`src/rtl/mod_counter_if.sv`:
```
// mod_counter control/status bundle.
// Prescale field exists only with COUNTER_PRESCALE_EN.
interface mod_counter_if #(
  parameter int WIDTH = 8
`ifdef COUNTER_PRESCALE_EN
  , parameter int PRESCALE_WIDTH = 4
`endif
);
  logic             i_enable;
  logic             i_up;
  logic [1:0]       i_mode;
  logic             i_clear;
  logic             i_load;
  logic [WIDTH-1:0] i_load_value;
  logic [WIDTH-1:0] i_max_val;
`ifdef COUNTER_PRESCALE_EN
  logic [PRESCALE_WIDTH-1:0] i_prescale;
`endif
  logic [WIDTH-1:0] o_count;
  logic             o_carry;
  logic             o_at_terminal;
  logic             o_done;

  modport master (
    output i_enable, i_up, i_mode, i_clear,
    output i_load, i_load_value, i_max_val,
`ifdef COUNTER_PRESCALE_EN
    output i_prescale,
`endif
    input  o_count, o_carry, o_at_terminal, o_done
  );

  modport slave (
    input  i_enable, i_up, i_mode, i_clear,
    input  i_load, i_load_value, i_max_val,
`ifdef COUNTER_PRESCALE_EN
    input  i_prescale,
`endif
    output o_count, o_carry, o_at_terminal, o_done
  );
endinterface

```
`src/rtl/mod_counter.sv`:
```
// Up/down modulo counter: wrap/saturate/one-shot, carry pulse.
// Optional clock-enable prescaler under COUNTER_PRESCALE_EN.
module mod_counter #(
  parameter int WIDTH = 8
`ifdef COUNTER_PRESCALE_EN
  , parameter int PRESCALE_WIDTH = 4
`endif
) (
  input  logic         i_clk,
  input  logic         i_rst,
  mod_counter_if.slave bus
);
  localparam logic [1:0] MODE_SAT = 2'b01;
  localparam logic [1:0] MODE_ONE = 2'b10;

  logic [WIDTH-1:0] r_count;
  logic             r_carry;
  logic             r_done;
  logic [WIDTH-1:0] w_count_nxt;
  logic             w_carry_nxt;
  logic             w_done_nxt;
  logic [WIDTH-1:0] w_load_sat;
  logic             w_tick;
  logic             w_step;
  logic             w_sat;
  logic             w_one;

`ifdef COUNTER_PRESCALE_EN
  logic [PRESCALE_WIDTH-1:0] r_div;
  logic [PRESCALE_WIDTH-1:0] w_div_nxt;

  // >= so a lowered Prescale ticks on the next enabled cycle
  assign w_tick = (r_div >= bus.i_prescale);

  // divider advances only while enabled and not done
  always_comb begin
    w_div_nxt = r_div;
    if (bus.i_clear || bus.i_load) begin
      w_div_nxt = '0;
    end else if (bus.i_enable && !r_done) begin
      w_div_nxt = w_tick ? '0 : r_div + PRESCALE_WIDTH'(1);
    end
  end

  // divider register
  always_ff @(posedge i_clk) begin
    if (i_rst) r_div <= '0;
    else       r_div <= w_div_nxt;
  end
`else
  assign w_tick = 1'b1;
`endif

  assign w_sat  = (bus.i_mode == MODE_SAT);
  assign w_one  = (bus.i_mode == MODE_ONE);
  assign w_step = bus.i_enable && w_tick && !r_done;
  assign w_load_sat = (bus.i_load_value > bus.i_max_val)
                    ? bus.i_max_val : bus.i_load_value;

  // next count/carry/done: clear > load > step > hold
  always_comb begin
    w_count_nxt = r_count;
    w_carry_nxt = 1'b0;
    w_done_nxt  = r_done;
    if (bus.i_clear) begin
      w_count_nxt = '0;
      w_done_nxt  = 1'b0;
    end else if (bus.i_load) begin
      w_count_nxt = w_load_sat;
      w_done_nxt  = 1'b0;
    end else if (w_step) begin
      if (bus.i_up) begin
        if (r_count < bus.i_max_val) begin
          w_count_nxt = r_count + WIDTH'(1);
        end else if (w_one) begin
          w_done_nxt = 1'b1;
        end else if (!w_sat) begin
          w_count_nxt = '0;
          w_carry_nxt = 1'b1;
        end
      end else begin
        if (r_count != '0) begin
          w_count_nxt = r_count - WIDTH'(1);
        end else if (w_one) begin
          w_done_nxt = 1'b1;
        end else if (!w_sat) begin
          w_count_nxt = bus.i_max_val;
          w_carry_nxt = 1'b1;
        end
      end
    end
  end

  // state registers with synchronous reset
  always_ff @(posedge i_clk) begin
    if (i_rst) begin
      r_count <= '0;
      r_carry <= 1'b0;
      r_done  <= 1'b0;
    end else begin
      r_count <= w_count_nxt;
      r_carry <= w_carry_nxt;
      r_done  <= w_done_nxt;
    end
  end

  assign bus.o_count = r_count;
  assign bus.o_carry = r_carry;
  assign bus.o_done  = r_done;
  assign bus.o_at_terminal =
    (bus.i_up && (r_count >= bus.i_max_val)) ||
    (!bus.i_up && (r_count == '0));
endmodule

```
`src/flat_wrapper.sv`:
```
// flat-port wrapper written by rule: the top's interface ports become plain ports
module mod_counter_flat 
#(
  parameter int WIDTH = 8

)
  (i_clk, i_rst, bus_i_enable, bus_i_up, bus_i_mode, bus_i_clear, bus_i_load, bus_i_load_value, bus_i_max_val, bus_o_count, bus_o_carry, bus_o_at_terminal, bus_o_done);
  mod_counter_if #(.WIDTH(WIDTH)) bus_i ();
  input  logic i_clk;
  input  logic i_rst;
  input wire logic [$bits(bus_i.i_enable)-1:0] bus_i_enable;
  input wire logic [$bits(bus_i.i_up)-1:0] bus_i_up;
  input wire logic [$bits(bus_i.i_mode)-1:0] bus_i_mode;
  input wire logic [$bits(bus_i.i_clear)-1:0] bus_i_clear;
  input wire logic [$bits(bus_i.i_load)-1:0] bus_i_load;
  input wire logic [$bits(bus_i.i_load_value)-1:0] bus_i_load_value;
  input wire logic [$bits(bus_i.i_max_val)-1:0] bus_i_max_val;
  output wire logic [$bits(bus_i.o_count)-1:0] bus_o_count;
  output wire logic [$bits(bus_i.o_carry)-1:0] bus_o_carry;
  output wire logic [$bits(bus_i.o_at_terminal)-1:0] bus_o_at_terminal;
  output wire logic [$bits(bus_i.o_done)-1:0] bus_o_done;
  assign bus_i.i_enable = bus_i_enable;
  assign bus_i.i_up = bus_i_up;
  assign bus_i.i_mode = bus_i_mode;
  assign bus_i.i_clear = bus_i_clear;
  assign bus_i.i_load = bus_i_load;
  assign bus_i.i_load_value = bus_i_load_value;
  assign bus_i.i_max_val = bus_i_max_val;
  assign bus_o_count = bus_i.o_count;
  assign bus_o_carry = bus_i.o_carry;
  assign bus_o_at_terminal = bus_i.o_at_terminal;
  assign bus_o_done = bus_i.o_done;
  mod_counter #(.WIDTH(WIDTH)) u_core (.i_clk(i_clk), .i_rst(i_rst), .bus(bus_i));
endmodule
```
`config.mk`:
```
export PLATFORM = sky130hd
export DESIGN_NAME = mod_counter_flat
export DESIGN_NICKNAME = d
export VERILOG_FILES = /design/src/rtl/mod_counter_if.sv /design/src/rtl/mod_counter.sv /design/src/flat_wrapper.sv
export SDC_FILE = /design/constraint.sdc
export NUM_CORES = 1
export LEC_CHECK = 0
export ABC_AREA = 1
export BUFFER_PORTS_ARGS = -buffer_cell sky130_fd_sc_hd__buf_2
export CORE_MARGIN = 2
export CORE_UTILIZATION = 35
export DETAILED_ROUTE_END_ITERATION = 8
export GPL_TIMING_DRIVEN = 0
export PLACE_DENSITY = 0.65
export SETUP_SLACK_MARGIN = 0.5
export SLEW_MARGIN = 20
export SYNTH_ARGS = -nofsm -noshare
export SYNTH_HDL_FRONTEND = slang
export SYNTH_SLANG_ARGS = --single-unit
```
`constraint.sdc`:
```
create_clock -name i_clk -period 2.9 [get_ports i_clk]
set_clock_uncertainty 0.15 [all_clocks]
set_input_delay 0.145 -clock i_clk [delete_from_list [all_inputs] [get_ports i_clk]]
set_output_delay 0.145 -clock i_clk [all_outputs]
set_load 0.02 [all_outputs]
```
==> impl_metrics.yaml <==
drt:
  vias: 1820
  via_per_inst: 4.92
  first_pass_iters: 4
  antenna_left: 0
  drc: 0
  avgRoutedWirePerCell_um: 11.5
  drtIter0Drc: 82
  drt_wl_total_um: 4250
yosys:
  synth_compound_area_frac: 0.0735
  ys_types: 28
  synth-seq-area-share: 0.124
  synth_top_family_by_area: "simple AND/OR/NAND/NOR gates"
  postSynthCellCount: 280
  synth-seq-cells: 10
  synth_area_leaders: "nand2_1 20%, ha_1 16%, nand3_1 13%, dfxtp_1 12%, inv_1 9.0%"
  synth_top_area_cell: "nand2_1"
  synth.top_cell.area_share: 0.202
  synth_warnings: 0
  synth_ff_type: "dfxtp_1"
  synth_common_cells: "87 x nand2_1, 42 x nand3_1, 39 x inv_1"
  synthMostInstantiatedCell: "nand2_1"
  syn_area_sq_mm: 0.00162
  synth-simple-area-share: 0.502
  synth_edf_count: 0
  synth_area_per_cell_sq_um: 5.78
  syn_nets: 325
  synth_fa_ha_area_frac: 0.162
  synth-xor-area-share: 0.0217
  synth_mux_area_frac: 0
  async_flop_share: 0
setup_path:
  crit_type: "reg2out"
  r2r-end: "u_core.bus.o_count[5]"
  cp_top_family: "simple AND/OR/NAND/NOR gates"
  cp.required_ns: 2.61
  worstRegToRegCells: 9
  crit_path_start_kind: "register"
  cp_num_buf_inv: 1
  path_common_cell: "nand2_1"
  arrival_ns: 1.93
  crit_path_start: "u_core.bus.o_count[6]"
  critPathMaxStageDelay_ns: 0.39
  ff2ff_setup_slack_ns: 0.78
  cp_max_fo: 8
  cp_cell_sequence: "ha_1 -> nand2_1 -> nor2_1 -> nand2_1 -> nand2_4 -> nand2_1 -> o21ai_0 -> buf_2"
  rr_startpoint: "u_core.bus.o_count[6]"
  cp_slowest_cell: "dfxtp_1"
  crit_path_end_kind: "output pin"
worst_hold_path:
  whs_endpoint: "u_core.bus.o_count[0]"
  hp-start: "bus_i_clear"
  hold_class: "in2reg"
  hold-path-cell-count: 4
sta:
  tns_ns: 0
  finalCriticalPeriod_ns: 2.22
  clock.fmax_mhz: 450
  slew_headroom: 0.685
  setup_viol: 0
  min_period_over_period: 0.767
  rsz0062_at_grt: "no"
  slew_violations: 0
  hold_violations: 0
  worst_pin_slew_ns: 0.473
finish:
  n_antenna_cell: 0
  final_layout_size_suffix_gt1_frac: 0.195
  nets: 364
  nFillCells: 514
  syn2layout_area_growth_pct: 18.1
cts:
  path_clk_slew_ns: 0.05
  h-tree-depth: 1
  cts_tree: "built"
  insertion_delay_ns: 0.23
  cts_num_sinks: 10
  clockRootBuffer: "clkbuf_8"
  cts_hold_buf: 0
  clockBufferDepth: 2
  numCtsBuffers: 3
grt:
  grt_max_degree: 11
  grt_pass1_wl_um: 7380
  grt_overflow: 0
  grt_pass1_vias: 1712
  grt.total_usage: 0.175
  antenna_found_initial: 0
outcome:
  status: "finished clean"
power:
  pwr_density_cell_mw_per_mm2: 346
  peakVddDrop_mv: 0.239
  p_total_mw: 0.661
  leakage_nw: 1.11
floorplanning:
  fp.coreArea_sq_mm: 0.00441
  io_pins: 35
  die_height_um: 72.0
  dieArea_sq_mm: 0.00518
  rows: 24
  initial_core_util: 0.366
  die_w_um: 72.0
placement:
  io_buffers: 34
  dp_hpwl_um: 3570
  routabilityCongestion: 0.834
job:
  drv_cap: 0
-- registers in the layout, summed over array words and instances, names as in the netlist --
name	count
u_core.bus.o_carry	1
u_core.bus.o_count	8
u_core.bus.o_done	1
-- worst register-to-register path: cells and delay by family (launching register included) --
kind                     cells  cell delay [ns]
flip-flops                   1             0.39
AND/OR/NAND/NOR              7             0.94
adder cells (fa/ha/maj)      1             0.31
AO/OA/AOI/OAI                1             0.27
-- layout make-up --
class	instances	area (sq um)	share of cell area
clock buffer	4	55.1	0.0288
buffer	5	31.3	0.0164
sequential	10	203	0.106
timing repair buffer	34	170	0.0891
inverter	42	158	0.0825
tap	52	65.1	0.0341
multi-input combinational	223	1230	0.643
-- worst max-delay path by stage --
stage          depth (start not counted)  slack [ns]               endpoint
5_1_grt                                8        0.53      bus_o_at_terminal
6_report                               8        0.68      bus_o_at_terminal
3_5_place_dp                          13        0.80  u_core.bus.o_count[3]
4_1_cts                               10        0.61      bus_o_at_terminal
2_1_floorplan                          9        0.96      bus_o_at_terminal
3_3_place_gp                           9        0.81  u_core.bus.o_count[1]
-- timing repair --
item | 4_1_cts | 5_1_grt
gates resized for setup | 0 | 2
setup endpoints to repair | 0 | 1
buffers inserted | 0 | 0
-- metrics by stage --
stage	cells	area, sq um	hold slack (ns)	setup slack [ns]	utilization
CTS	370	1910	0.0717	0.610	0.432
finish	370	1910	0.0673	0.676	0.433
floorplan	280	1620	0.185	0.963	-
detailed placement	366	1850	0.321	0.799	0.420
global route	370	1910	0.0879	0.530	0.433
global placement	366	1850	0.314	0.815	0.420
-- power by group --
part | total (mW) | internal [mW] | switching, mW | leakage (nW)
Combinational | 0.330 | 0.121 | 0.208 | 0.997
Clock | 0.172 | 0.119 | 0.0527 | 0.0288
Sequential | 0.160 | 0.146 | 0.0139 | 0.0825
-- metal layers --
metal	wire length, um	global-route usage	up-vias
met3	189	0.0278	2
met1	2040	0.231	805
met5	0	0	-
li1	-	-	968
met4	23	0.0147	0
met2	2000	0.313	45
-- cells in the final DEF, fill, tap and decap left out, types with 4 or more instances in the layout --
cell type and instances:
a21oi_1 12, buf_2 35, clkbuf_8 4, dfxtp_1 8, ha_1 21, inv_1 39, nand2_1 87, nand3_1 42
nor2_1 28, o21ai_0 4
-- cells by family after synthesis --
| family | Yosys count |
|---|---|
| xor gates and xnor gates | 4 |
| DFF | 10 |
| and+or+nand+nor | 177 |
| AOI/OAI and AO/OA | 21 |
| buffers and inverters | 47 |
| adders and majority gates | 21 |
(Power assumes the default switching activity.)
